**config.mk**
```make
export PLATFORM = sky130hd
export DESIGN_NAME = tx_symbol_scheduler
export DESIGN_NICKNAME = d
export VERILOG_FILES = /design/src/rtl/tx_sched_pkg.sv /design/src/rtl/sym_fifo.sv /design/src/rtl/tx_symbol_scheduler.sv
export SDC_FILE = /design/constraint.sdc
export NUM_CORES = 1
export LEC_CHECK = 0
export BUFFER_PORTS_ARGS = -buffer_cell sky130_fd_sc_hd__buf_2
export CAP_MARGIN = 25
export CELL_PAD_IN_SITES_DETAIL_PLACEMENT = 1
export CELL_PAD_IN_SITES_GLOBAL_PLACEMENT = 2
export CORE_UTILIZATION = 35
export CTS_CLUSTER_DIAMETER = 60
export DETAILED_ROUTE_END_ITERATION = 6
export PLACE_DENSITY_LB_ADDON = 0.1
export SETUP_SLACK_MARGIN = 0.1
export SLEW_MARGIN = 20
export SYNTH_ARGS = -nofsm -noshare
export SYNTH_HDL_FRONTEND = slang
export SYNTH_SLANG_ARGS = --single-unit
```
**constraint.sdc**
```tcl
create_clock -name i_clk -period 2.4 [get_ports i_clk]
set_input_delay 0.24 -clock i_clk [delete_from_list [all_inputs] [get_ports i_clk]]
set_output_delay 0.24 -clock i_clk [all_outputs]
set_load 0.005 [all_outputs]
```
**src/rtl/tx_sched_pkg.sv**
```systemverilog
// Shared types and constants for the QPSK transmit symbol scheduler.
package tx_sched_pkg;

    typedef enum logic [1:0] {
        IDLE,
        PREAMBLE,
        PAYLOAD
    } state_t;

    localparam logic signed [15:0] QPSK_A = 16'h895F;
    localparam logic signed [15:0] QPSK_B = 16'h16A0;

    localparam int OSR_DEFAULT = 6;

endpackage

```
**src/rtl/sym_fifo.sv**
```systemverilog
// First-word-fall-through symbol FIFO; flush empties it and overrides a same-edge push.
module sym_fifo #(
    parameter int DEPTH  = 4,
    parameter int DATA_W = 16
) (
    input  logic                        i_clk,
    input  logic                        i_reset,
    input  logic                        i_push,
    input  logic                        i_pop,
    input  logic                        i_flush,
    input  logic signed [DATA_W-1:0]    i_din,
    output logic signed [DATA_W-1:0]    o_dout,
    output logic [$clog2(DEPTH):0]      o_level,
    output logic                        o_full,
    output logic                        o_empty
);
    localparam int AW    = $clog2(DEPTH);
    localparam int LVL_W = AW + 1;

    logic signed [DATA_W-1:0] r_mem [DEPTH];
    logic [AW:0]              r_wr;
    logic [AW:0]              r_rd;
    logic                     w_do_push;
    logic                     w_do_pop;

    assign o_level   = r_wr - r_rd;
    assign o_full    = (o_level == LVL_W'(DEPTH));
    assign o_empty   = (o_level == '0);
    assign o_dout    = r_mem[r_rd[AW-1:0]];
    assign w_do_push = i_push && !o_full && !i_flush;
    assign w_do_pop  = i_pop && !o_empty && !i_flush;

    always_ff @(posedge i_clk) begin
        if (w_do_push) begin
            r_mem[r_wr[AW-1:0]] <= i_din;
        end
    end

    always_ff @(posedge i_clk) begin
        if (i_reset || i_flush) begin
            r_wr <= '0;
            r_rd <= '0;
        end else begin
            if (w_do_push) r_wr <= r_wr + (AW+1)'(1);
            if (w_do_pop)  r_rd <= r_rd + (AW+1)'(1);
        end
    end

endmodule

```
**src/rtl/tx_symbol_scheduler.sv**
```systemverilog
// Frames buffered QPSK symbols as preamble + payload bursts at one symbol per OSR clocks.
module tx_symbol_scheduler
    import tx_sched_pkg::*;
#(
    parameter int OSR        = OSR_DEFAULT,
    parameter int PRE_LEN    = 8,
    parameter int FIFO_DEPTH = 4,
    parameter int LEN_W      = 8,
    parameter int DATA_W     = 16
) (
    input  logic                             i_clk,
    input  logic                             i_reset,
    input  logic                             i_start,
    input  logic                             i_abort,
    input  logic [LEN_W-1:0]                 i_frame_len,
    input  logic                             i_in_valid,
    input  logic signed [DATA_W-1:0]         i_in_data,
    output logic                             o_in_ready,
    output logic signed [DATA_W-1:0]         o_data_out,
    output logic                             o_read_ready,
    output logic                             o_sym_strobe,
    output logic                             o_busy,
    output logic                             o_done,
    output logic                             o_underrun,
    output logic [$clog2(FIFO_DEPTH):0]      o_fifo_level
);
    localparam int TICK_W  = (OSR > 1) ? $clog2(OSR) : 1;
    localparam int PRE_CW  = $clog2(PRE_LEN) + 1;
    localparam int CNT_W   = (LEN_W > PRE_CW) ? LEN_W : PRE_CW;
    localparam logic signed [DATA_W-1:0] SYM_A = DATA_W'(QPSK_A);
    localparam logic signed [DATA_W-1:0] SYM_B = DATA_W'(QPSK_B);

    state_t                   r_state;
    logic [TICK_W-1:0]        r_tick;
    logic [CNT_W-1:0]         r_cnt;
    logic [LEN_W-1:0]         r_len_q;
    logic                     r_start_pend;
    logic signed [DATA_W-1:0] r_data_out;
    logic                     r_sym_strobe;
    logic                     r_done;
    logic                     r_underrun;

    logic                     w_load;
    logic                     w_pre_done;
    logic                     w_pay_left;
    logic                     w_want;
    logic                     w_pop;
    logic                     w_push;
    logic                     w_full;
    logic                     w_empty;
    logic signed [DATA_W-1:0] w_head;

    assign w_load     = (r_tick == TICK_W'(OSR - 1));
    assign w_pre_done = (r_cnt == CNT_W'(PRE_LEN));
    assign w_pay_left = (r_cnt < CNT_W'(r_len_q));
    // A payload slot is due on this load edge; it pops only if data is present
    assign w_want = w_load && !i_abort &&
                    (((r_state == PREAMBLE) && w_pre_done && (r_len_q != '0)) ||
                     ((r_state == PAYLOAD) && w_pay_left));
    assign w_pop  = w_want && !w_empty;
    assign w_push = i_in_valid && !w_full;

    sym_fifo #(
        .DEPTH  (FIFO_DEPTH),
        .DATA_W (DATA_W)
    ) u_fifo (
        .i_clk   (i_clk),
        .i_reset (i_reset),
        .i_push  (w_push),
        .i_pop   (w_pop),
        .i_flush (i_abort),
        .i_din   (i_in_data),
        .o_dout  (w_head),
        .o_level (o_fifo_level),
        .o_full  (w_full),
        .o_empty (w_empty)
    );

    always_ff @(posedge i_clk) begin
        if (i_reset) begin
            r_state      <= IDLE;
            r_tick       <= '0;
            r_cnt        <= '0;
            r_len_q      <= '0;
            r_start_pend <= 1'b0;
            r_data_out   <= '0;
            r_sym_strobe <= 1'b0;
            r_done       <= 1'b0;
            r_underrun   <= 1'b0;
        end else begin
            r_tick       <= w_load ? '0 : r_tick + TICK_W'(1);
            r_sym_strobe <= 1'b0;
            r_done       <= 1'b0;
            if (i_abort) begin
                r_state      <= IDLE;
                r_data_out   <= '0;
                r_start_pend <= 1'b0;
                r_cnt        <= '0;
            end else begin
                if (i_start && (r_state == IDLE)) r_start_pend <= 1'b1;
                if (w_load) begin
                    case (r_state)
                        IDLE: begin
                            if (r_start_pend || i_start) begin
                                r_len_q      <= i_frame_len;
                                r_underrun   <= 1'b0;
                                r_start_pend <= 1'b0;
                                r_state      <= PREAMBLE;
                                r_data_out   <= SYM_A;
                                r_cnt        <= CNT_W'(1);
                                r_sym_strobe <= 1'b1;
                            end
                        end
                        PREAMBLE: begin
                            r_sym_strobe <= 1'b1;
                            if (!w_pre_done) begin
                                r_data_out <= r_cnt[0] ? SYM_B : SYM_A;
                                r_cnt      <= r_cnt + CNT_W'(1);
                            end else if (r_len_q == '0) begin
                                r_state    <= IDLE;
                                r_data_out <= '0;
                                r_done     <= 1'b1;
                            end else begin
                                r_state    <= PAYLOAD;
                                r_data_out <= w_empty ? '0 : w_head;
                                if (w_empty) r_underrun <= 1'b1;
                                r_cnt      <= CNT_W'(1);
                            end
                        end
                        PAYLOAD: begin
                            r_sym_strobe <= 1'b1;
                            if (w_pay_left) begin
                                r_data_out <= w_empty ? '0 : w_head;
                                if (w_empty) r_underrun <= 1'b1;
                                r_cnt      <= r_cnt + CNT_W'(1);
                            end else begin
                                r_state    <= IDLE;
                                r_data_out <= '0;
                                r_done     <= 1'b1;
                            end
                        end
                        default: r_state <= IDLE;
                    endcase
                end
            end
        end
    end

    assign o_in_ready   = !w_full;
    assign o_data_out   = r_data_out;
    assign o_read_ready = (r_state != IDLE);
    assign o_busy       = (r_state != IDLE);
    assign o_sym_strobe = r_sym_strobe;
    assign o_done       = r_done;
    assign o_underrun   = r_underrun;

endmodule

```
Yosys cells after proc, flatten, opt, wreduce, memory -nomap -nowiden --
Memory sizes are Yosys's and may differ from the RTL's. A register that Yosys moved wholly into a read port is not among the register bits. Cells that the tools add are included.
Word-level totals: register bits after elaboration 47, RAM bits 64, input bits 29, output and inout bits 25, logic and storage cells 101, memories kept 1
Operators by class: add/subtract/negate cells 5, magnitude comparators 1, equal/unequal tests 11, muxes and demuxes 37, bitwise logic cells 2, reductions and logical operators 33
Memory list:
- u_fifo.r_mem | depth 4, bits a word 16, read ports 1, clocked after memory_dff 1, write ports 1, line sym_fifo.sv:20 | logic signed [DATA_W-1:0] r_mem [DEPTH];
Operators with widths (number):
- 2-to-1 mux 16 bit | 6
- one-hot mux 16 bit (3 select lines) | 1
- 2-to-1 mux 8 bit | 4
- one-hot mux 8 bit (3 select lines) | 1
- 2-to-1 mux 1 bit | 15
- logical AND 1 bit | 12
- 2-to-1 mux 2 bit | 6
- adder 3 x 1 -> 3 bit (second input constant) | 3
- adder 8 x 1 -> 8 bit (second input constant) | 1
- equality test 8 x 4 -> 1 bit (second input constant) | 1
- logical NOT 8 bit | 1
- < comparator 8 bit | 1
- inequality test 2 bit (second input constant) | 4
- AND reduction 4 bit | 2
- nonzero test 8 bit | 1
- AND reduction 7 bit | 1
- equality test 3 bit (second input constant) | 2
- one-hot mux 2 bit (3 select lines) | 1
- OR reduction 2 bit | 3
- AND reduction 5 bit | 1
- one-hot mux 1 bit (2 select lines) | 2
- logical NOT 1 bit | 3
- logical NOT 3 bit | 1
- logical OR 1 bit | 3
- other kinds (12) | 13

Logic depth before layout (Yosys ltp) --
Gate-level depths: netlist (run 1).
depth after elaboration 10, gate-level depth with buffers 9, depth with buffers taken out 8

By module --
A second synthesis (run 1) with hierarchy kept.
Second synthesis, totals: cell total of the unflattened synthesis 409, area, all modules 5226.3 um^2
By module, submodules not included:
- sym_fifo | instances 1, cells an instance 139, area an instance 2839.0 um^2
- tx_symbol_scheduler | instances 1, cells an instance 270, area an instance 2387.3 um^2

Worst setup path after synthesis (run 1) --
Ideal clock, no wire load.
path type register to register, start reg u_fifo.r_wr[0], end mem u_fifo.r_mem[3][0] (enable), data arrival time 2073 ps, data required time 2025 ps, slack -48 ps, stages on the path, launching flop included 7, buffers on the path 0, cell sequence dfxtp_1 -> inv_1 -> ha_1 -> fa_1 -> and2_1 -> a211oi_1 -> and2_1
Between the ends: cells in the longest elaborated chain, start to end 8
RTL lines:
- start: declaration | line sym_fifo.sv:21 | logic [AW:0] r_wr;
- start signal: assignment | line sym_fifo.sv:44 | if (w_do_push) r_wr <= r_wr + (AW+1)'(1);
- subtractor 3 bit | line sym_fifo.sv:26 | assign o_level = r_wr - r_rd;
- equality test 3 bit | line sym_fifo.sv:27 | assign o_full = (o_level == LVL_W'(DEPTH));
- logical NOT 1 bit | line sym_fifo.sv:30, tx_symbol_scheduler.sv:61
- logical AND 1 bit | line tx_symbol_scheduler.sv:61 | assign w_push = i_in_valid && !w_full;
- logical AND 1 bit (2 in a row) | line sym_fifo.sv:30 | assign w_do_push = i_push && !o_full && !i_flush;
- 2-to-1 mux 1 bit | line sym_fifo.sv:34 | if (w_do_push) begin
- 2-to-1 mux 1 bit (not written as such) | line sym_fifo.sv:35 | r_mem[r_wr[AW-1:0]] <= i_din;
- end: declaration | line sym_fifo.sv:20
Parallel ways exist; a longest one is shown, timed or not.

Worst setup path in the final report (run 1) --
start reg r_cnt[1], end reg r_underrun (netlist: o_underrun)
Between the ends: cells in the longest elaborated chain, start to end 3, elaborated cells between the ends (all ways) 5, those cells by class order compare (1); eq/ne (3); reduce/logical (1)
RTL lines:
- start: declaration | line tx_symbol_scheduler.sv:35 | logic [CNT_W-1:0] r_cnt;
- start signal: assignment | line tx_symbol_scheduler.sv:118 | r_cnt <= r_cnt + CNT_W'(1);
- start signal: assignment | line tx_symbol_scheduler.sv:135 | r_cnt <= r_cnt + CNT_W'(1);
- < comparator 8 bit or equality test 8 x 4 -> 1 bit (tied branches) | line tx_symbol_scheduler.sv:55, tx_symbol_scheduler.sv:54
- inequality test 2 bit (no source line)
- AND reduction 7 bit (no source line) *
- end signal: assignment | line tx_symbol_scheduler.sv:89 | r_underrun <= 1'b0;
- end signal: assignment | line tx_symbol_scheduler.sv:106 | r_underrun <= 1'b0;
- end signal: assignment | line tx_symbol_scheduler.sv:126 | if (w_empty) r_underrun <= 1'b1;
- end: declaration | line tx_symbol_scheduler.sv:41 | logic r_underrun;
Mark *: on every way between the ends. The rest lies on a longest branch, timed or not. A chain may end at the register's enable or synchronous reset.

==> results by group, run 1 <==
Setup path
  – Crit path DAT: 2.55 ns
  – Worst Path Required: between 2 and 3 ns
  – Reg2reg setup slack: 0.16 ns
  – Launch point of the worst path: r_cnt[1]
  – Critical Path Sink Type: flip-flop
  – Startpoint type of the worst setup path: flip-flop
  – Crit-path max FO: 5
  – Worst r2r src: r_cnt[1]
  – RR Endpoint: o_underrun
  – Critical path type: reg -> reg
  – Cell depth of the worst flop-to-flop path: 7

Clock network
  – Clk buf depth: 2
  – CTS Root Cell: clkbuf_16
  – CTS tree: done
  – Htree depth: 4
  – CTS clock-pin slew for the worst setup and hold paths: approximately 0.06 ns
  – Clock tree sinks: approximately 110
  – Cts bufs inserted: 17
  – Clk_lat worst skew: approximately 0.4 ns

Power
  – Sw frac: 23.3%
  – Pwr dens: 711 nW/um^2
  – Power share of the combinational group: 3.4%
  – Internal power: ~3600 uW
  – Net Switching: 1100 uW
  – Maximum VDD drop: approximately 0.00042 V
  – Sequential share of power: 44.1%
  – Clk pwr share: 52.5%
  – Power Total: between 4000 and 5000 uW
  – Static Leak: 0.00246 uW

Route
  – Via Count: 3724
  – Total Wirelength: ~13000 microns
  – Router iterations before antenna repair: 4
  – Routed Antenna Nets: 0
  – Wirelength per Cell: between 15 and 20 microns
  – Drt drc: 0
  – Via/cell ratio: 5.35
  – Initial detailed-routing violation count: between 100 and 150

Place
  – Pre-CTS setup slack: -0.0261 ns
  – Placer Congestion: roughly 0.79
  – Port buffer count: between 50 and 60
  – Post-DP HPWL: between 9000 and 10000 microns

GRT
  – Vias in the first global route: just over 4000
  – GRT Total Usage: between 10% and 20%
  – Global-route wire length before repair: between 20000 and 25000 microns
  – Largest net degree at the start of global routing: 21
  – Initial antenna violation count: 0
  – Total congestion overflow: 0

Logic synthesis
  – Cell area after synthesis: 5140 sq um
  – Synth top area cells: edfxtp_1 (37%), dfxtp_1 (19%), mux4_2 (7.0%)
  – Synth unique cells: slightly above 60
  – Post-synthesis average cell area: 12.5 sq um
  – Fraction of the mapped netlist area in adder cells: approximately 5.5%
  – Xor/xnor share of the synthesized area: less than 1%
  – Post-synthesis mux area share: under 10%
  – Post-synth EDFFs: 64
  – Yosys reg bits: between 100 and 150
  – Synth Area in Compound Gates: about 14%
  – Sequential element share of the synthesized area: a little under three fifths
  – Synth warn: 0
  – Simple-Gate Fraction of Synth Area: ~11%
  – Async SR Flop Fraction: 0%
  – Post-synth top area share: a little under two fifths
  – Post-synth top flop: edfxtp_1
  – Largest family of logic cells by synthesized area: compound AO/OA/AOI/OAI gates
  – Syn nets: ~460
  – Cell taking the most area after synthesis: edfxtp_1
  – Synthesized instance count: between 400 and 500

Floorplanning
  – Die Y: about 120 microns
  – Core area: 14100 sq um
  – Initial core utilization: between 30% and 40%
  – Row count: 43
  – Die width: about 120 microns
  – Boundary Pins: 54
  – Die area: 15200 sq um

STA
  – Number of hold violations in the final report: 0
  – Final Max Slew Viols: 0
  – Worst setup margin: 0.157 ns
  – Worst slew pin tran: 0.527 ns
  – Clock Skew: approximately 0.011 ns
  – Fmax: between 400 and 500 MHz
  – Period utilization: a little over 90%
  – RSZ-0062 raised after global routing: yes
  – Final setup vio count: 0
  – Worst relative slew slack: 64.5%
  – Final Critical Period: 2.24 ns

Layout
  – Commonest non-fill, non-tap cells in the layout: edfxtp_1 (64), buf_2 (53), dfxtp_1 (39)
  – Fill cells: roughly 1500
  – Final core occ: around 47%
  – # nets final: 554
  – Ant diodes: 0
  – Leading cell type in the layout, fill and taps excluded: edfxtp_1
  – Layout cells sized above 1: between 30% and 40%
  – Area grow syn2layout: 29.2%

Worst hold path
  – Hold path start: i_in_data[6]
  – Hold Path End: u_fifo.r_mem[2][6]
  – Worst Hold Class: in -> reg
  – WHS Path Cells: 1

Status
  – Outcome: completed

Run
  – Max-cap violations: 0
## logic make-up after synthesis
family,count (synthesis)
XOR/XNOR,3
adder cells (fa/ha/maj),22
AND/OR/NAND/NOR,104
flip-flops,113
buffers and inverters,49
AO/OA/AOI/OAI,95
multiplexers,24
## metrics by stage
stage	area (sq um)	hold slack [ns]	instances	TNS, ns
global route	6640	0.0390	696	0
CTS	6500	0.0308	692	0
global placement	5860	0.443	658	0
detailed placement	5860	0.459	658	-0.955
floorplan	5140	0.317	410	0
finish	6640	0.0490	696	0
## sequential cells by signal, summed over array words and instances (netlist names), 2 cells and up, named ones only
signal	cells
u_fifo.r_mem	64
o_data_out	16
r_cnt	8
r_len_q	8
r_tick	3
u_fifo.r_rd	3
u_fifo.r_wr	3
r_state	2
## final cells by class
cell class	count	area [sq um]	share of cell area (%)
multi-input combinational	248	2150	32.5
clock buffer	17	425	6.41
tap	180	225	3.39
clock inverter	15	161	2.43
timing repair buffer	94	644	9.71
sequential	113	2920	43.9
inverter	29	109	1.64
## critical path, cell delays in order, from the launching register on
cell,delay [ns]
dfxtp_2,0.36
inv_1,0.07
ha_2,0.17
or4b_4,0.51
nor3_4,0.19
a21oi_2,0.10
or4_4,0.49
a221oi_2,0.26
## layer usage
metal | wire [microns] | global-route usage [%] | vias to the layer above | part of all wire, %
li1 | - | - | 1784 | -
met1 | 5760 | 22.2 | 1866 | 43
met2 | 7050 | 33.4 | 62 | 53
met3 | 352 | 4.06 | 12 | 2.6
met4 | 157 | 7.76 | 0 | 1.2
met5 | 0 | 0 | - | 0
## worst max-delay path by stage
stage                                to  slack (ns)
floorplan                u_fifo.r_rd[2]        0.11
global placement     u_fifo.r_mem[3][4]        0.08
detailed placement  u_fifo.r_mem[3][15]       -0.03
CTS                  u_fifo.r_mem[3][7]        0.07
global route                 o_underrun        0.09
finish                       o_underrun        0.16
## power by group through the flow
stage	sequential, uW	combinational, uW	clock (uW)
final	2080	160	2470
after detailed placement	2120	153	0
after global routing	2080	176	2620
after global placement	2120	149	0
after CTS	2080	156	2540
after floorplan	2120	74.1	0
## synthesized netlist by cell type, types with 9 or more instances
cell type	n
edfxtp_1	64
dfxtp_1	49
inv_1	29
nor2_1	24
ha_1	21
nand2_1	18
a21oi_1	16
clkbuf_1	16
mux4_2	16
o211ai_1	13
o21ai_1	12
nand3_1	10
o2111ai_1	9
## timing repair
action / 4_1_cts / 5_1_grt
buffers inserted: 2 / 3
setup endpoints to repair: 69 / 83
pin swaps: 3 / 5
gates resized for setup: 14 / 23
cloned: 0 / 1
hold buffers: 0 / 0
Power figures use the tool's default switching activity.
==> inputs of run 2 (changes only) <==
Settings changed: CELL_PAD_IN_SITES_DETAIL_PLACEMENT 1 to 0.
==> run 2 against run 1 <==
  * Critical path depth unchanged
  * Register-to-register slack about the same
  * Cell area decreased by 0.60%
  * Sequential power about the same
  * Clock-buffer cell count increased by 1
  * Clock skew decreased by 0.0015 ns
  * Die area unchanged
  * Critical endpoint is now u_fifo.r_mem[3][9]
  * Highest routed layer unchanged
==> results by group, run 2 (same netlist as run 1, synthesis figures left out) <==
Worst hold path
  – Worst Hold Class: in -> reg (unchanged)

Status
  – Outcome: completed (unchanged)

Clock network
  – CTS tree: done (unchanged)
  – Htree depth: 4 (unchanged)
  – CTS Root Cell: clkbuf_16 (unchanged)
  – Clk_lat worst skew: 0.42 ns (was 0.41 ns)
  – CTS clock-pin slew for the worst setup and hold paths: 0.06 ns (about the same)
  – Hold-fix buffers at CTS: 0 (unchanged)
  – Clock tree sinks: 113 (unchanged)
  – Cts bufs inserted: 17 (unchanged)
  – Clk buf depth: 2 (unchanged)

Floorplanning
  – Die area: 15200 sq um (unchanged)
  – Die Y: 123 microns (unchanged)
  – Boundary Pins: 54 (unchanged)
  – Die width: 123 microns (unchanged)
  – Core area: 14100 sq um (unchanged)
  – Row count: 43 (unchanged)
  – Initial core utilization: 36.4% (unchanged)

GRT
  – Total congestion overflow: 0 (unchanged)
  – Vias in the first global route: 3681 (was 4029)
  – GRT Total Usage: 17.7% (was 18.9%)
  – Global-route wire length before repair: 19400 microns (was 21100 microns)
  – Initial antenna violation count: 0 (unchanged)
  – Largest net degree at the start of global routing: 21 (unchanged)

Power
  – Clk pwr share: 51.3% (was 52.5%)
  – Power share of the combinational group: 3.4% (about the same)
  – Sequential share of power: 45.3% (was 44.1%)
  – Maximum VDD drop: 0.000628 V (was 0.000420 V)
  – Internal power: 3570 uW (was 3610 uW)
  – Sw frac: 22.3% (was 23.3%)
  – Net Switching: 1030 uW (was 1100 uW)
  – Static Leak: 0.00243 uW (was 0.00246 uW)
  – Pwr dens: 697 nW/um^2 (was 711 nW/um^2)

Layout
  – Layout cells sized above 1: 34.6% (was 36.0%)
  – Fill cells: 1319 (was 1488)
  – Commonest non-fill, non-tap cells in the layout: edfxtp_1 (64), buf_2 (53), dfxtp_1 (41) (was edfxtp_1 (64), buf_2 (53), dfxtp_1 (39))
  – Ant diodes: 0 (unchanged)
  – Post-route design area: 6600 sq um (was 6640 sq um)
  – Leading cell type in the layout, fill and taps excluded: edfxtp_1 (unchanged)
  – # nets final: 553 (was 554)
  – Number of flip-flops in the largest register: 64 (unchanged)
  – Area grow syn2layout: 28.4% (was 29.2%)

Place
  – Placer Congestion: 0.786 (unchanged)
  – Placed inst area: 5860 sq um (unchanged)
  – Post-DP HPWL: 8750 microns (was 9530 microns)
  – Port buffer count: 53 (unchanged)

STA
  – Worst slew pin tran: 0.467 ns (was 0.527 ns)
  – Fmax: 447 MHz (was 446 MHz)
  – Setup TNS: 0 ns (unchanged)
  – Final Critical Period: 2.24 ns (about the same)
  – Clock Skew: 0.00943 ns (was 0.0109 ns)
  – RSZ-0062 raised after global routing: yes (unchanged)
  – Number of hold violations in the final report: 0 (unchanged)
  – Final Max Slew Viols: 0 (unchanged)
  – Period utilization: 93.1% (was 93.5%)
  – Final setup vio count: 0 (unchanged)
  – Worst relative slew slack: 68.6% (was 64.5%)

Setup path
  – Worst Path Required: 2.53 ns (was 2.71 ns)
  – Worst path slowest cell: dfxtp_2 (was or4b_4)
  – Crit-path cells: inv_2 > ha_4 > fa_2 > xor3_2 > a211oi_4 > and2_4 > clkbuf_16 (was inv_1 > ha_2 > or4b_4 > nor3_4 > a21oi_2 > or4_4 > a221oi_2)
  – Critical Path Sink Type: flip-flop (unchanged)
  – Crit-path max FO: 8 (was 5)
  – Crit path DAT: 2.37 ns (was 2.55 ns)
  – Worst path bufs/invs: 2 (was 1)
  – Critical Path Max Stage Delay: 0.34 ns (was 0.51 ns)
  – Critical path type: reg -> reg (unchanged)
  – Startpoint type of the worst setup path: flip-flop (unchanged)
  – Kind of cell adding the most delay to the critical path: adder cells (was simple AND/OR/NAND/NOR gates)

Route
  – Total Wirelength: 12700 microns (was 13300 microns)
  – Drt drc: 0 (unchanged)
  – Initial detailed-routing violation count: 236 (was 120)
  – Wirelength per Cell: 18.2 microns (was 19.1 microns)
  – Via Count: 3710 (was 3724)
  – Routed Antenna Nets: 0 (unchanged)
  – Via/cell ratio: 5.34 (was 5.35)
  – Router iterations before antenna repair: 4 (unchanged)

Run
  – Max-cap violations: 0 (unchanged)
[run 2: power groups by stage]
| stage | Combinational, uW | Sequential, uW | Clock [uW] |
|---|---|---|---|
| after floorplan | 74.1 | 2120 | 0 |
| after global placement | 149 | 2120 | 0 |
| after CTS | 153 | 2080 | 2420 |
| final | 155 | 2080 | 2360 |
| after detailed placement | 151 | 2120 | 0 |
| after global routing | 172 | 2080 | 2510 |
[run 2: layer usage]
layer	part of all wire, %	track usage (%)	vias to the layer above
met3	3.4	4.80	22
met5	0	0	-
met2	50	29.7	70
met1	44	21.0	1836
li1	-	-	1782
met4	2.2	8.06	0
[run 2: final timing paths]
path              cells after the start  slack, ns                 end      startpoint
hold reg to reg                       2       0.46      o_data_out[14]  o_data_out[14]
hold / removal                        1       0.04  u_fifo.r_mem[0][9]    i_in_data[9]
setup reg to reg                      7       0.16  u_fifo.r_mem[3][9]  u_fifo.r_wr[0]
setup / recovery                      7       0.16  u_fifo.r_mem[3][9]  u_fifo.r_wr[0]
[run 2: repair_timing]
| action | in CTS | in global routing |
|---|---|---|
| resized for setup | 8 | 21 |
| endpoints found under the setup margin | 71 | 83 |
| gates cloned | 0 | 2 |
| buffers inserted | 0 | 3 |
| pin swaps | 0 | 8 |
[run 2: layout make-up]
class / instances / area [sq um] / area share (%)
clock buffer: 18 / 429 / 6.51
clock inverter: 14 / 134 / 2.03
inverter: 29 / 109 / 1.65
multi-input combinational: 248 / 2130 / 32.3
sequential: 113 / 2910 / 44.2
tap: 180 / 225 / 3.41
timing repair buffer: 93 / 654 / 9.92
[run 2: per-stage QoR]
stage,worst slack (ns),hold slack (ns),power [uW],instances,util (%)
floorplan,0.111,0.317,2190,410,-
global placement,0.0836,0.443,2270,658,41.5
detailed placement,0.0177,0.452,2270,658,41.5
CTS,0.0715,0.0202,4660,690,45.7
global route,0.0788,0.0329,4760,695,46.8
finish,0.165,0.0415,4600,695,46.8
